## config.mk

```make
export PLATFORM = sky130hd
export DESIGN_NAME = instr_dispatcher_flat
export DESIGN_NICKNAME = d
export VERILOG_FILES = /design/src/rtl/tpu_pkg.sv /design/src/rtl/instr_dispatcher_if.sv /design/src/rtl/instr_fifo.sv /design/src/rtl/instr_dispatcher.sv /design/src/flat_wrapper.sv
export SDC_FILE = /design/constraint.sdc
export NUM_CORES = 1
export LEC_CHECK = 0
export BUFFER_PORTS_ARGS = -buffer_cell sky130_fd_sc_hd__buf_2
export CAP_MARGIN = 20
export CORE_UTILIZATION = 45
export CTS_CLUSTER_DIAMETER = 80
export DETAILED_ROUTE_END_ITERATION = 16
export GPL_ROUTABILITY_DRIVEN = 0
export PLACE_DENSITY_LB_ADDON = 0.15
export SYNTH_ARGS = -nofsm -noshare
export SYNTH_HDL_FRONTEND = slang
export SYNTH_SLANG_ARGS = --single-unit
```

## constraint.sdc

```tcl
create_clock -name clk -period 7.38 [get_ports clk]
set_clock_uncertainty 0.15 [all_clocks]
set_input_delay 0.369 -clock clk [delete_from_list [all_inputs] [get_ports clk]]
set_output_delay 0.369 -clock clk [all_outputs]
set_load 0.005 [all_outputs]
```

## src/rtl/tpu_pkg.sv

```systemverilog
// Shared TPU control-path types: instruction format, sync opcode and unit decode.
package tpu_pkg;

    localparam int unsigned MAX_UNITS   = 8;
    localparam int unsigned OPCODE_W    = 8;
    localparam int unsigned FLAGS_W     = 8;
    localparam int unsigned OPERAND_W   = 16;

    localparam logic [OPCODE_W-1:0] OPCODE_SYNC = 8'hFF;

    typedef struct packed {
        logic [OPCODE_W-1:0]  opcode;
        logic [FLAGS_W-1:0]   flags;
        logic [OPERAND_W-1:0] operand;
    } instr_type;

    localparam instr_type INIT_INSTR = '{opcode: 8'h00, flags: 8'h00, operand: 16'hC0DE};

    typedef struct packed {
        logic [MAX_UNITS-1:0] issue;
        logic [MAX_UNITS-1:0] dep;
    } unit_decode_t;

    // Opcode to issue/dependency masks; sync and NOP return empty masks.
    function automatic unit_decode_t unit_decode(input logic [OPCODE_W-1:0] opcode);
        unit_decode_t d;
        d.issue = '0;
        d.dep   = '0;
        if (opcode != OPCODE_SYNC) begin
            if (opcode[7]) begin
                d.issue[2] = 1'b1;
                d.dep[1]   = 1'b1;
                d.dep[2]   = 1'b1;
            end else if (opcode[5]) begin
                d.issue[1] = 1'b1;
                d.dep[1]   = 1'b1;
            end else if (opcode[3]) begin
                d.issue[0] = 1'b1;
                d.dep[0]   = 1'b1;
            end
        end
        return d;
    endfunction

endpackage

```

## src/rtl/instr_dispatcher_if.sv

```systemverilog
// Fetch-side and execution-unit-side signals of the instruction dispatcher.
interface instr_dispatcher_if #(
    parameter int unsigned NUM_UNITS = 3
);
    import tpu_pkg::*;

    logic                 enable;
    instr_type            instr;
    logic                 instr_enable;
    logic                 busy;
    logic                 idle;
    logic [NUM_UNITS-1:0] unit_busy;
    logic [NUM_UNITS-1:0] unit_resource_busy;
    instr_type            unit_instr;
    logic [NUM_UNITS-1:0] unit_instr_enable;
    logic                 synchronize;

    modport master (
        output enable, instr, instr_enable, unit_busy, unit_resource_busy,
        input  busy, idle, unit_instr, unit_instr_enable, synchronize
    );

    modport slave (
        input  enable, instr, instr_enable, unit_busy, unit_resource_busy,
        output busy, idle, unit_instr, unit_instr_enable, synchronize
    );

endinterface

```

## src/rtl/instr_fifo.sv

```systemverilog
// Power-of-two instruction FIFO; head is read combinationally from storage.
module instr_fifo #(
    parameter  int unsigned WIDTH = 32,
    parameter  int unsigned DEPTH = 4,
    localparam int unsigned PTR_W = (DEPTH > 1) ? $clog2(DEPTH) : 1,
    localparam int unsigned CNT_W = PTR_W + 1
) (
    input  logic             clk,
    input  logic             rst,
    input  logic             push,
    input  logic [WIDTH-1:0] din,
    input  logic             pop,
    output logic [WIDTH-1:0] head,
    output logic             full,
    output logic             empty,
    output logic [CNT_W-1:0] count
);

    logic [WIDTH-1:0] mem [DEPTH];
    logic [PTR_W-1:0] wr_ptr;
    logic [PTR_W-1:0] rd_ptr;
    logic             do_push;
    logic             do_pop;

    assign full    = (count == CNT_W'(DEPTH));
    assign empty   = (count == '0);
    assign do_push = push && !full;
    assign do_pop  = pop && !empty;
    assign head    = mem[rd_ptr];

    // Storage write; no reset needed since count gates every read.
    always_ff @(posedge clk) begin
        if (do_push) begin
            mem[wr_ptr] <= din;
        end
    end

    // Pointers wrap naturally at DEPTH; count tracks occupancy.
    always_ff @(posedge clk) begin
        if (rst) begin
            wr_ptr <= '0;
            rd_ptr <= '0;
            count  <= '0;
        end else begin
            if (do_push) begin
                wr_ptr <= wr_ptr + PTR_W'(1);
            end
            if (do_pop) begin
                rd_ptr <= rd_ptr + PTR_W'(1);
            end
            case ({do_push, do_pop})
                2'b10:   count <= count + CNT_W'(1);
                2'b01:   count <= count - CNT_W'(1);
                default: count <= count;
            endcase
        end
    end

endmodule

```

## src/rtl/instr_dispatcher.sv

```systemverilog
// Queued instruction dispatcher: buffers fetched instructions and issues the
// head to its execution unit once its dependencies are idle; sync waits for
// all unit resources to drain. Optional counters: INSTR_DISPATCHER_STATS_EN.
module instr_dispatcher
    import tpu_pkg::*;
#(
    parameter int unsigned NUM_UNITS   = 3,
    parameter int unsigned QUEUE_DEPTH = 4
) (
    input  logic        clk,
    input  logic        rst,
`ifdef INSTR_DISPATCHER_STATS_EN
    output logic [31:0] stall_cycles,
    output logic [31:0] issued_count,
`endif
    instr_dispatcher_if.slave bus
);

    localparam int unsigned CNT_W = ((QUEUE_DEPTH > 1) ? $clog2(QUEUE_DEPTH) : 1) + 1;

    if (NUM_UNITS < 1 || NUM_UNITS > MAX_UNITS) begin : g_bad_units
        $error("instr_dispatcher: NUM_UNITS out of range");
    end
    if (QUEUE_DEPTH < 2 || (QUEUE_DEPTH & (QUEUE_DEPTH - 1)) != 0) begin : g_bad_depth
        $error("instr_dispatcher: QUEUE_DEPTH must be a power of two >= 2");
    end

    typedef enum logic [1:0] {
        S_EMPTY = 2'd0,
        S_HEAD  = 2'd1,
        S_SYNC  = 2'd2
    } state_t;

    state_t               state;
    logic [NUM_UNITS-1:0] lockout;
    instr_type            unit_instr_q;
    logic [NUM_UNITS-1:0] unit_instr_enable_q;
    logic                 synchronize_q;

    instr_type            head;
    logic                 fifo_full;
    logic                 fifo_empty;
    logic [CNT_W-1:0]     fifo_count;

    unit_decode_t         decode;
    logic                 unused_decode_bits;
    logic [NUM_UNITS-1:0] issue_mask;
    logic [NUM_UNITS-1:0] dep_mask;
    logic                 head_is_sync;
    logic                 head_is_nop;
    logic                 push_c;
    logic                 pop_c;
    logic                 issue_c;
    logic                 sync_fire_c;
    logic                 last_entry_c;

    assign push_c = bus.instr_enable && bus.enable && !fifo_full;

    instr_fifo #(
        .WIDTH ($bits(instr_type)),
        .DEPTH (QUEUE_DEPTH)
    ) u_fifo (
        .clk   (clk),
        .rst   (rst),
        .push  (push_c),
        .din   (bus.instr),
        .pop   (pop_c),
        .head  (head),
        .full  (fifo_full),
        .empty (fifo_empty),
        .count (fifo_count)
    );

    // Head decode, truncated to the configured unit count.
    always_comb begin
        decode       = unit_decode(head.opcode);
        issue_mask   = NUM_UNITS'(decode.issue);
        dep_mask     = NUM_UNITS'(decode.dep);
        head_is_sync = (head.opcode == OPCODE_SYNC);
        head_is_nop  = !head_is_sync && (issue_mask == '0);
    end

    assign unused_decode_bits = ^{decode.issue, decode.dep};

    // Issue/pop decision for the current head.
    always_comb begin
        issue_c     = 1'b0;
        sync_fire_c = 1'b0;
        pop_c       = 1'b0;
        if (bus.enable && !fifo_empty) begin
            case (state)
                S_HEAD: begin
                    if (!head_is_sync) begin
                        if (head_is_nop) begin
                            pop_c = 1'b1;
                        end else if (((bus.unit_busy | lockout) & dep_mask) == '0) begin
                            issue_c = 1'b1;
                            pop_c   = 1'b1;
                        end
                    end
                end
                S_SYNC: begin
                    if (bus.unit_resource_busy == '0 && lockout == '0) begin
                        sync_fire_c = 1'b1;
                        pop_c       = 1'b1;
                    end
                end
                default: ;
            endcase
        end
    end

    assign last_entry_c = pop_c && !push_c && (fifo_count == CNT_W'(1));

    // Dispatch FSM with registered strobes, broadcast instruction and lockout.
    always_ff @(posedge clk) begin
        if (rst) begin
            state               <= S_EMPTY;
            lockout             <= '0;
            unit_instr_q        <= INIT_INSTR;
            unit_instr_enable_q <= '0;
            synchronize_q       <= 1'b0;
        end else if (!bus.enable) begin
            lockout             <= '0;
            unit_instr_enable_q <= '0;
            synchronize_q       <= 1'b0;
        end else begin
            lockout             <= '0;
            unit_instr_enable_q <= '0;
            synchronize_q       <= sync_fire_c;
            if (issue_c) begin
                unit_instr_q        <= head;
                unit_instr_enable_q <= issue_mask;
                lockout             <= issue_mask;
            end
            case (state)
                S_EMPTY: begin
                    if (push_c) begin
                        state <= S_HEAD;
                    end
                end
                S_HEAD: begin
                    if (!fifo_empty && head_is_sync) begin
                        state <= S_SYNC;
                    end else if (last_entry_c) begin
                        state <= S_EMPTY;
                    end
                end
                S_SYNC: begin
                    if (sync_fire_c) begin
                        state <= last_entry_c ? S_EMPTY : S_HEAD;
                    end
                end
                default: state <= S_EMPTY;
            endcase
        end
    end

`ifdef INSTR_DISPATCHER_STATS_EN
    logic stall_c;
    assign stall_c = bus.enable && !fifo_empty && !pop_c &&
                     (state == S_HEAD || state == S_SYNC);

    // Saturating stall and issue counters, frozen while disabled.
    always_ff @(posedge clk) begin
        if (rst) begin
            stall_cycles <= '0;
            issued_count <= '0;
        end else if (bus.enable) begin
            if (stall_c && stall_cycles != '1) begin
                stall_cycles <= stall_cycles + 32'd1;
            end
            if ((issue_c || sync_fire_c) && issued_count != '1) begin
                issued_count <= issued_count + 32'd1;
            end
        end
    end
`endif

    assign bus.busy              = fifo_full;
    assign bus.idle              = fifo_empty && (lockout == '0) &&
                                   (unit_instr_enable_q == '0) && !synchronize_q;
    assign bus.unit_instr        = unit_instr_q;
    assign bus.unit_instr_enable = unit_instr_enable_q;
    assign bus.synchronize       = synchronize_q;

endmodule

```

## src/flat_wrapper.sv

```systemverilog
// flat-port wrapper written by rule: the top's interface ports become plain ports
module instr_dispatcher_flat import tpu_pkg::*;
#(
    parameter int unsigned NUM_UNITS   = 3,
    parameter int unsigned QUEUE_DEPTH = 4
)
  (clk, rst, bus_enable, bus_instr, bus_instr_enable, bus_unit_busy, bus_unit_resource_busy, bus_busy, bus_idle, bus_unit_instr, bus_unit_instr_enable, bus_synchronize);
  instr_dispatcher_if #(.NUM_UNITS(NUM_UNITS)) bus_i ();
  input  logic clk;
  input  logic rst;
  input wire logic [$bits(bus_i.enable)-1:0] bus_enable;
  input wire logic [$bits(bus_i.instr)-1:0] bus_instr;
  input wire logic [$bits(bus_i.instr_enable)-1:0] bus_instr_enable;
  input wire logic [$bits(bus_i.unit_busy)-1:0] bus_unit_busy;
  input wire logic [$bits(bus_i.unit_resource_busy)-1:0] bus_unit_resource_busy;
  output wire logic [$bits(bus_i.busy)-1:0] bus_busy;
  output wire logic [$bits(bus_i.idle)-1:0] bus_idle;
  output wire logic [$bits(bus_i.unit_instr)-1:0] bus_unit_instr;
  output wire logic [$bits(bus_i.unit_instr_enable)-1:0] bus_unit_instr_enable;
  output wire logic [$bits(bus_i.synchronize)-1:0] bus_synchronize;
  assign bus_i.enable = bus_enable;
  assign bus_i.instr = bus_instr;
  assign bus_i.instr_enable = bus_instr_enable;
  assign bus_i.unit_busy = bus_unit_busy;
  assign bus_i.unit_resource_busy = bus_unit_resource_busy;
  assign bus_busy = bus_i.busy;
  assign bus_idle = bus_i.idle;
  assign bus_unit_instr = bus_i.unit_instr;
  assign bus_unit_instr_enable = bus_i.unit_instr_enable;
  assign bus_synchronize = bus_i.synchronize;
  instr_dispatcher #(.NUM_UNITS(NUM_UNITS), .QUEUE_DEPTH(QUEUE_DEPTH)) u_core (.clk(clk), .rst(rst), .bus(bus_i));
endmodule
```

==> results_dict.tcl, run 1 <==
set metrics [dict create \
    final_max_slew_viol_count 0 \
    start_util_pct 46.0 \
    yosys.cell_types.count 48 \
    fin_nets 579 \
    die_area_sq_um 16000 \
    setup-tns-final_ns 0 \
    dr_total_vias 3992 \
    hold_class "primary input to register" \
    crit_arrival_ns 3.55 \
    dieWidth_microns 126 \
    clock-sinks 175 \
    grt_start_max_net_pins 60 \
    synthTopCellsByCount "128 x edfxtp_1, 47 x dfxtp_1, 32 x mux4_2" \
    ir_drop_mv 0.152 \
    fmax_mhz 299 \
    synth-seq-cells 175 \
    gr-total-overflow 0 \
    diodes 0 \
    syn2layout_area_growth_pct 17.9 \
    critPathRequiredTime_ns 7.58 \
    power_density_nw_per_um2 281 \
    synthTopCellsByArea "edfxtp_1 55%, dfxtp_1 14%, mux4_2 10%" \
    io_pins 80 \
    ys.flop_type "edfxtp_1" \
    vias_per_cell 5.51 \
    cts_tree "done" \
    core-area_sq_um 15100 \
    cts.path.max_buffers 2 \
    yosysSeqAreaShare_pct 68.7 \
    cts_root_buffer "clkbuf_16" \
    hpwlAfterDp_microns 8080 \
    worstPathMaxFanout 32 \
    maxCapViolations 0 \
    synth-simple-area-share_pct 6.95 \
    yosysMostFrequentCell "edfxtp_1" \
    worstSetupPathType "register to register" \
    grt_setup_unrepaired "false" \
    clk_latency_ns 0.42 \
    min_period_over_period_pct 45.4 \
    clk_pin_slew_ns 0.07 \
    synth_edf_count 128 \
    yosysTopAreaCell "edfxtp_1" \
    netlist_instances 442 \
    first_iter_violations 250 \
    grt_pass1_wl_microns 22100 \
    synth_fa_ha_area_share_pct 2.33 \
    fin_area_sq_um 8220 \
    ctsResizeCount 0 \
    layout_min_cycle_time_ns 3.35 \
    hold_violations 0 \
    crit_path_end_kind "register" \
    yosys_warnings 0 \
    grt_pass1_vias 4129 \
    tightest_slew_ns 1.00 \
    synthesis.nets 497 \
    die_h_microns 126 \
    routedWlPerCell_microns 19.1 \
    ant_nets 0 \
    drc 0 \
    setup_viol 0 \
    wl_microns 13900 \
    crit_path_start_kind "register" \
    max_slew_margin_pct 33.1 \
    num_rows 45 \
    io_buffer_count 79 \
    synth.area.mux_share_pct 12.8 \
    synth_area_sq_um 6970 \
    drive_gt1_share_pct 30.0 \
    dpl_cell_area_sq_um 7480 \
    synth_top_family_by_area "multiplexers" \
    synth_compound_area_share_pct 6.09 \
    antenna_found_initial 0 \
    status "complete, no violations" \
    cts_max_level 4 \
    fillerInstances 1250 \
    dr.pass1.iters 7 \
    synth-xor-area-share_pct 0.377 \
    synth_top_area_share_pct 55.2 \
    async_flop_share_pct 0 \
    p_leak_nw 2.91 \
    cts_made_buffers 17 \
    grt_usage_pct 18.7 \
    synth_area_per_cell_sq_um 15.8 \
]
-- worst paths after layout --
path	from	to	slack [ns]	cells after the start
setup / recovery	register	u_core.u_fifo.count[2]	4.03	9
hold / removal	bus_instr[21]	u_core.u_fifo.mem[2][21]	0.02	1
setup reg to reg	register	u_core.u_fifo.count[2]	4.03	9
hold reg to reg	u_core.bus.unit_instr[30]	u_core.bus.unit_instr[30]	0.33	2
-- final cells by class --
class | instances | area (sq um) | area share [%]
sequential | 175 | 4790 | 58.3
tap | 188 | 235 | 2.86
clock buffer | 20 | 457 | 5.56
multi-input combinational | 228 | 2000 | 24.3
clock inverter | 12 | 190 | 2.31
inverter | 13 | 48.8 | 0.594
timing repair buffer | 89 | 502 | 6.11
-- layer usage --
| layer | up-vias | global-route usage (%) | wire (microns) |
|---|---|---|---|
| met2 | 98 | 31.3 | 6880 |
| met4 | 0 | 8.43 | 258 |
| met3 | 19 | 3.71 | 623 |
| met1 | 1999 | 23.7 | 6100 |
| met5 | - | 0 | 0 |
| li1 | 1876 | - | - |
-- worst max-delay path: stages (launching register included) --
cell and delay (ns):
dfxtp_2 0.44, buf_4 0.54, mux4_2 0.67, a211o_1 0.29
a21oi_2 0.16, o21ai_0 0.09, nor2_1 0.12, ha_1 0.28
or3_1 0.38, a21oi_1 0.13
-- cell families (layout without fill, tap and decap cells) --
| group | Yosys count | in the layout |
|---|---|---|
| and+or+nand+nor | 89 | 89 |
| DFF | 175 | 175 |
| adders and majority gates | 13 | 13 |
| AOI/OAI and AO/OA | 74 | 74 |
| xor gates and xnor gates | 3 | 3 |
| muxes | 49 | 49 |
| buffers and inverters | 39 | 134 |
-- per-stage QoR --
step / setup WS (ns) / utilization, % / hold slack (ns) / total power, mW / instances
finish: 4.03 / 54.3 / 0.0168 / 2.31 / 725
CTS: 3.93 / 54.0 / 0.0000593 / 2.33 / 723
global route: 3.77 / 54.3 / 0.00563 / 2.40 / 725
detailed placement: 3.98 / 49.4 / 0.318 / 1.36 / 685
global placement: 4.00 / 49.4 / 0.311 / 1.36 / 685
floorplan: 4.48 / - / 0.318 / 1.30 / 442
-- flip-flops by register name (all words and copies together) (netlist names), named ones only --
name / flops
u_core.bus.unit_instr: 32
u_core.bus.synchronize: 1
u_core.u_fifo.wr_ptr: 2
u_core.lockout: 3
u_core.state: 2
u_core.u_fifo.count: 3
u_core.u_fifo.rd_ptr: 2
u_core.u_fifo.mem: 128
-- what timing repair did --
| item | CTS | global route |
|---|---|---|
| hold endpoints to repair | 23 | 0 |
| setup endpoints to repair | 0 | 0 |
| setup buffers | 0 | 0 |
| hold buffers | 6 | 0 |
-- layout by cell type (no fill, tap or decap), types with 5 or more instances in the layout --
master	instances
ha_1	13
clkbuf_16	17
mux2i_1	16
dfxtp_1	45
clkinv_2	5
bufinv_16	5
inv_1	13
nand3_1	28
mux4_2	32
o21ai_0	25
dlygate4sd3_1	6
edfxtp_1	128
nor2_1	23
a21oi_1	28
buf_2	79
-- where the power goes --
group	internal (mW)	switching (mW)
clock	0.616	0.354
sequential	1.08	0.0303
combinational	0.111	0.119
(Power assumes the default switching activity.)
==> run 2, diff against run 1 <==
==> constraint.sdc (replaced) <==
create_clock -name clk -period 3 [get_ports clk]
set_clock_uncertainty 0.15 [all_clocks]
set_input_delay 0.15 -clock clk [delete_from_list [all_inputs] [get_ports clk]]
set_output_delay 0.15 -clock clk [all_outputs]
set_load 0.005 [all_outputs]
==> run 2 against run 1 <==
Effect of this change: setup slack lost 3.8 ns; first-iteration DRC count shrank 20%; non-clock buffer count grew 43; count of clock-buffer cells in the layout grew 6; register-to-register slack lost 3.8 ns; sequential share of layout area shrank 2.7 points; via count grew 5.1%; critical endpoint unchanged; largest cell class unchanged.
==> results_dict.tcl, run 2 (synthesis gave the netlist of run 1 again) <==
set metrics [dict create \
    start_util_pct 46.0 \
    grt_usage_pct 20.0 \
    crit_path_start_kind "register" \
    crit_arrival_ns 3.00 \
    routedWlPerCell_microns 19.1 \
    die_h_microns 126 \
    final_common_cell "edfxtp_1" \
    dieWidth_microns 126 \
    die_area_sq_um 16000 \
    layout_min_cycle_time_ns 2.80 \
    io_pins 80 \
    max_slew_margin_pct 53.8 \
    hpwlAfterDp_microns 9350 \
    fin_nets 622 \
    ant_nets 0 \
    drive_gt1_share_pct 29.5 \
    cts_root_buffer "clkbuf_16" \
    cts_setup_buffers 0 \
    setup_viol 0 \
    intPower_mw 4.31 \
    clk_latency_ns 0.42 \
    diodes 0 \
    hold_violations 0 \
    cts_made_buffers 17 \
    status "complete, no violations" \
    whs_ns 0.0483 \
    io_buffer_count 79 \
    worstPathMaxFanout 7 \
    num_rows 45 \
    cts_tree "done" \
    maxCapViolations 0 \
    min_period_over_period_pct 93.5 \
    clock-sinks 175 \
    wl_microns 14700 \
    largest-register "u_core.u_fifo.mem" \
    power_frac_seq_pct 48.9 \
    p_leak_nw 3.09 \
    dr.pass1.iters 4 \
    setup-tns-final_ns 0 \
    grt_start_max_net_pins 39 \
    crit_path_end_kind "register" \
    syn2layout_area_growth_pct 23.6 \
    vias_per_cell 5.46 \
    power_density_nw_per_um2 643 \
    p_sw_mw 1.23 \
    core-area_sq_um 15100 \
    dr_total_vias 4195 \
    clk_pin_slew_ns 0.06 \
    grt_pass1_vias 4430 \
    critPathRequiredTime_ns 3.20 \
    antenna_found_initial 0 \
    ir_drop_mv 0.383 \
    cts.path.max_buffers 2 \
    cts_max_level 4 \
    layout_common_cells "128 x edfxtp_1, 79 x buf_2, 45 x dfxtp_1" \
    hold_class "primary input to register" \
    worstSetupPathType "register to register" \
    tightest_slew_ns 0.693 \
    gr-total-overflow 0 \
    drc 0 \
    final_max_slew_viol_count 0 \
    largest_reg_flops 128 \
    combPwrFrac_pct 12.2 \
    clkPwrFrac_pct 38.9 \
    grt_pass1_wl_microns 23600 \
    fmax_mhz 357 \
    switching_share_pct 22.2 \
    first_iter_violations 200 \
    grt_setup_unrepaired "false" \
]
run 2: cell type report:
type                    instances  area, sq um
clock inverters                 6         83.8
well taps                     188          235
fillers                      1199         6530
flip-flops and latches        175         4790
inverters                      13         48.8
clock buffers                  26          499
repair buffers                132          963
multi-input cells             228         2000
run 2: worst max-delay path: stages (launching register included):
cell and delay (ns):
dfxtp_2 0.41, buf_4 0.21, mux4_2 0.53, nand4_1 0.17, o21ai_1 0.10, a21oi_2 0.14, o21ai_0 0.09, nor2_1 0.12
ha_1 0.29, or3_1 0.39, a21oi_1 0.14
run 2: final timing paths:
| check | endpoint | slack [ns] | start | depth (start not counted) |
|---|---|---|---|---|
| worst max-delay path | u_core.u_fifo.count[2] | 0.20 | register | 10 |
| worst min-delay path | u_core.bus.synchronize | 0.05 | bus_enable | 4 |
| worst max register to register | u_core.u_fifo.count[2] | 0.20 | register | 10 |
| worst min register to register | u_core.bus.unit_instr[19] | 0.32 | u_core.bus.unit_instr[19] | 2 |
run 2: power groups by stage:
stage          clock network [mW]  logic [mW]  registers (mW)
2_1_floorplan                   0       0.469            2.73
3_3_place_gp                    0       0.633            2.75
3_5_place_dp                    0       0.646            2.76
4_1_cts                      2.21       0.682            2.71
5_1_grt                      2.30       0.735            2.71
6_report                     2.15       0.677            2.70
run 2: timing repair:
item	CTS	global route
hold buffers	35	0
hold endpoints to repair	130	0
gates resized for setup	0	0
run 2: metrics by stage:
stage               instance area (sq um)  utilization [%]  instances  worst slack, ns  power (mW)
floorplan                            6970                -        442            0.100        3.20
global placement                     7670             50.6        700            0.221        3.38
detailed placement                   7670             50.6        700           0.0827        3.40
CTS                                  8600             56.8        767           0.0543        5.59
global route                         8610             56.9        768           0.0493        5.74
finish                               8610             56.9        768            0.196        5.53
run 2: per-layer routing:
metal / GRT usage [%] / up-vias / wire length [microns]
met3: 4.47 / 18 / 597
met2: 34.0 / 97 / 7510
li1: - / 1969 / -
met5: 0 / - / 0
met4: 8.01 / 0 / 197
met1: 24.9 / 2111 / 6350
==> run 3, diff against run 2 <==
--- a/config.mk
+++ b/config.mk
@@ -12,6 +12,7 @@
 export DETAILED_ROUTE_END_ITERATION = 16
 export GPL_ROUTABILITY_DRIVEN = 0
 export PLACE_DENSITY_LB_ADDON = 0.15
+export RECOVER_POWER = 100
 export SYNTH_ARGS = -nofsm -noshare
 export SYNTH_HDL_FRONTEND = slang
 export SYNTH_SLANG_ARGS = --single-unit
==> run 3 against run 2 <==
Effect of this change: final area decreased by 1.6%; first-iteration DRC count rose by 5.0%; sequential power about the same; register-to-register slack barely moved; cell count is the same; sequential share of layout area increased by 0.89 points; count of clock-buffer cells in the layout unchanged; power down 0.38%; critical endpoint unchanged; largest power group unchanged; highest routed layer unchanged.
==> results_dict.tcl, run 3 (synthesis gave the netlist of run 1 again) <==
set metrics [dict create \
    status "complete, no violations" \
    intPower_mw 4.29 \
    cts_setup_buffers 0 \
    worstPathMaxFanout 7 \
    hold_violations 0 \
    largest_reg_flops 128 \
    diodes 0 \
    die_area_sq_um 16000 \
    min_period_over_period_pct 93.4 \
    final_core_util_pct 56.0 \
    grt_setup_unrepaired "false" \
    hp-start "bus_enable" \
    grt_pass1_vias 4430 \
    io_buffer_count 79 \
    power_density_nw_per_um2 650 \
    crit_path_end_kind "register" \
    setup-tns-final_ns 0 \
    fmax_mhz 357 \
    die_h_microns 126 \
    whs_ns 0.0428 \
    cts_tree "done" \
    slowest_stage "mux4_2" \
    hold_class "primary input to register" \
    clk_pin_slew_ns 0.06 \
    layout_common_cells "128 x edfxtp_1, 50 x clkbuf_1, 45 x dfxtp_1" \
    fin_area_sq_um 8480 \
    cts_root_buffer "clkbuf_16" \
    cts_max_level 4 \
    final_max_slew_viol_count 0 \
    ir_drop_mv 0.381 \
    clk_latency_ns 0.42 \
    start_util_pct 46.0 \
    cpPeakStageDelay_ns 0.53 \
    vias_per_cell 5.45 \
    p_sw_mw 1.23 \
    drc 0 \
    maxCapViolations 0 \
    ff2ff_setup_slack_ns 0.20 \
    multi_input_area_sq_um 1970 \
    fin_nets 622 \
    dr_total_vias 4182 \
    routedWlPerCell_microns 19.1 \
    syn2layout_area_growth_pct 21.7 \
    clkPwrFrac_pct 39.1 \
    gr-total-overflow 0 \
    power_frac_seq_pct 49.1 \
    first_iter_violations 210 \
    clock-sinks 175 \
    p_leak_nw 2.92 \
    dieWidth_microns 126 \
    largest-register "u_core.u_fifo.mem" \
    dpl_cell_area_sq_um 7670 \
    final_common_cell "edfxtp_1" \
    ant_nets 0 \
    cts.path.max_buffers 2 \
    core-area_sq_um 15100 \
    dr.pass1.iters 4 \
    fillerInstances 1229 \
    wl_microns 14700 \
    grt_usage_pct 20.0 \
    grt_pass1_wl_microns 23600 \
    regArea_sq_um 4790 \
    switching_share_pct 22.2 \
    max_slew_margin_pct 37.4 \
    crit_path_start_kind "register" \
    tightest_slew_ns 0.939 \
    crit_arrival_ns 3.00 \
    setup_viol 0 \
    num_rows 45 \
    grt_start_max_net_pins 39 \
    combPwrFrac_pct 11.9 \
    hpwlAfterDp_microns 9350 \
    worstSetupPathType "register to register" \
    layout_min_cycle_time_ns 2.80 \
    critPathRequiredTime_ns 3.20 \
    io_pins 80 \
    path_cells "buf_4, mux4_2, nand4_1, o21ai_1, a21oi_2, o21ai_0, nor2_1, ha_1, or3_1, a21oi_1" \
    cts_made_buffers 17 \
    drive_gt1_share_pct 20.7 \
    antenna_found_initial 0 \
]
-- run 3: changes by cell type in the layout (fill, tap and decap cells not counted), moves of 2 or more --
cell,change
o21ai_1,-2
and2_0,+4
clkbuf_4,+3
o21ai_0,+2
buf_12,-4
buf_2,-45
clkbuf_1,+45
and2_2,-4
-- run 3: worst max-delay path, delay by kind of cell, from the launching register on --
family / cells / cell delay (ns)
flops: 1 / 0.41
mux: 1 / 0.53
fa+ha+maj: 1 / 0.29
simple gates: 3 / 0.68
buf+inv: 1 / 0.21
compound gates: 4 / 0.47
-- run 3: power groups by stage --
stage          Combinational (mW)  Clock (mW)  Sequential [mW]
6_report                    0.655        2.15             2.71
5_1_grt                     0.712        2.30             2.71
4_1_cts                     0.682        2.21             2.71
3_5_place_dp                0.646           0             2.76
3_3_place_gp                0.633           0             2.75
2_1_floorplan               0.469           0             2.73
-- run 3: final cells by class --
| class | instances | area share, % |
|---|---|---|
| Sequential cell | 175 | 56.5 |
| Multi-Input combinational cell | 228 | 23.3 |
| Timing Repair Buffer | 132 | 10.0 |
| Clock buffer | 26 | 5.89 |
| Tap cell | 188 | 2.77 |
| Clock inverter | 6 | 0.989 |
| Inverter | 13 | 0.575 |
-- run 3: path summary, 6_finish.rpt --
check                                            endpoint  cells after the start
worst max register to register     u_core.u_fifo.count[2]                     10
worst min register to register  u_core.bus.unit_instr[19]                      2
worst min-delay path               u_core.bus.synchronize                      4
worst max-delay path               u_core.u_fifo.count[2]                     10
-- run 3: timing repair --
| action | 4_1_cts | 5_1_grt |
|---|---|---|
| endpoints found under the setup margin | 0 | 0 |
| gates resized for setup | 0 | 0 |
| hold endpoints to repair | 130 | 0 |
| hold buffers | 35 | 0 |
-- run 3: routing by layer --
| metal | up-vias | track usage, % | share of wire, % | wire (microns) |
|---|---|---|---|---|
| li1 | 1969 | - | - | - |
| met1 | 2098 | 24.9 | 43 | 6350 |
| met2 | 97 | 34.0 | 51 | 7490 |
| met3 | 18 | 4.47 | 4.3 | 623 |
| met4 | 0 | 8.01 | 1.4 | 199 |
| met5 | - | 0 | 0 | 0 |
-- run 3: stage by stage --
stage / setup slack, ns / instances / power, mW
2_1_floorplan: 0.100 / 442 / 3.20
3_3_place_gp: 0.221 / 700 / 3.38
3_5_place_dp: 0.0827 / 700 / 3.40
4_1_cts: 0.0543 / 767 / 5.59
5_1_grt: 0.0494 / 768 / 5.72
6_report: 0.198 / 768 / 5.51
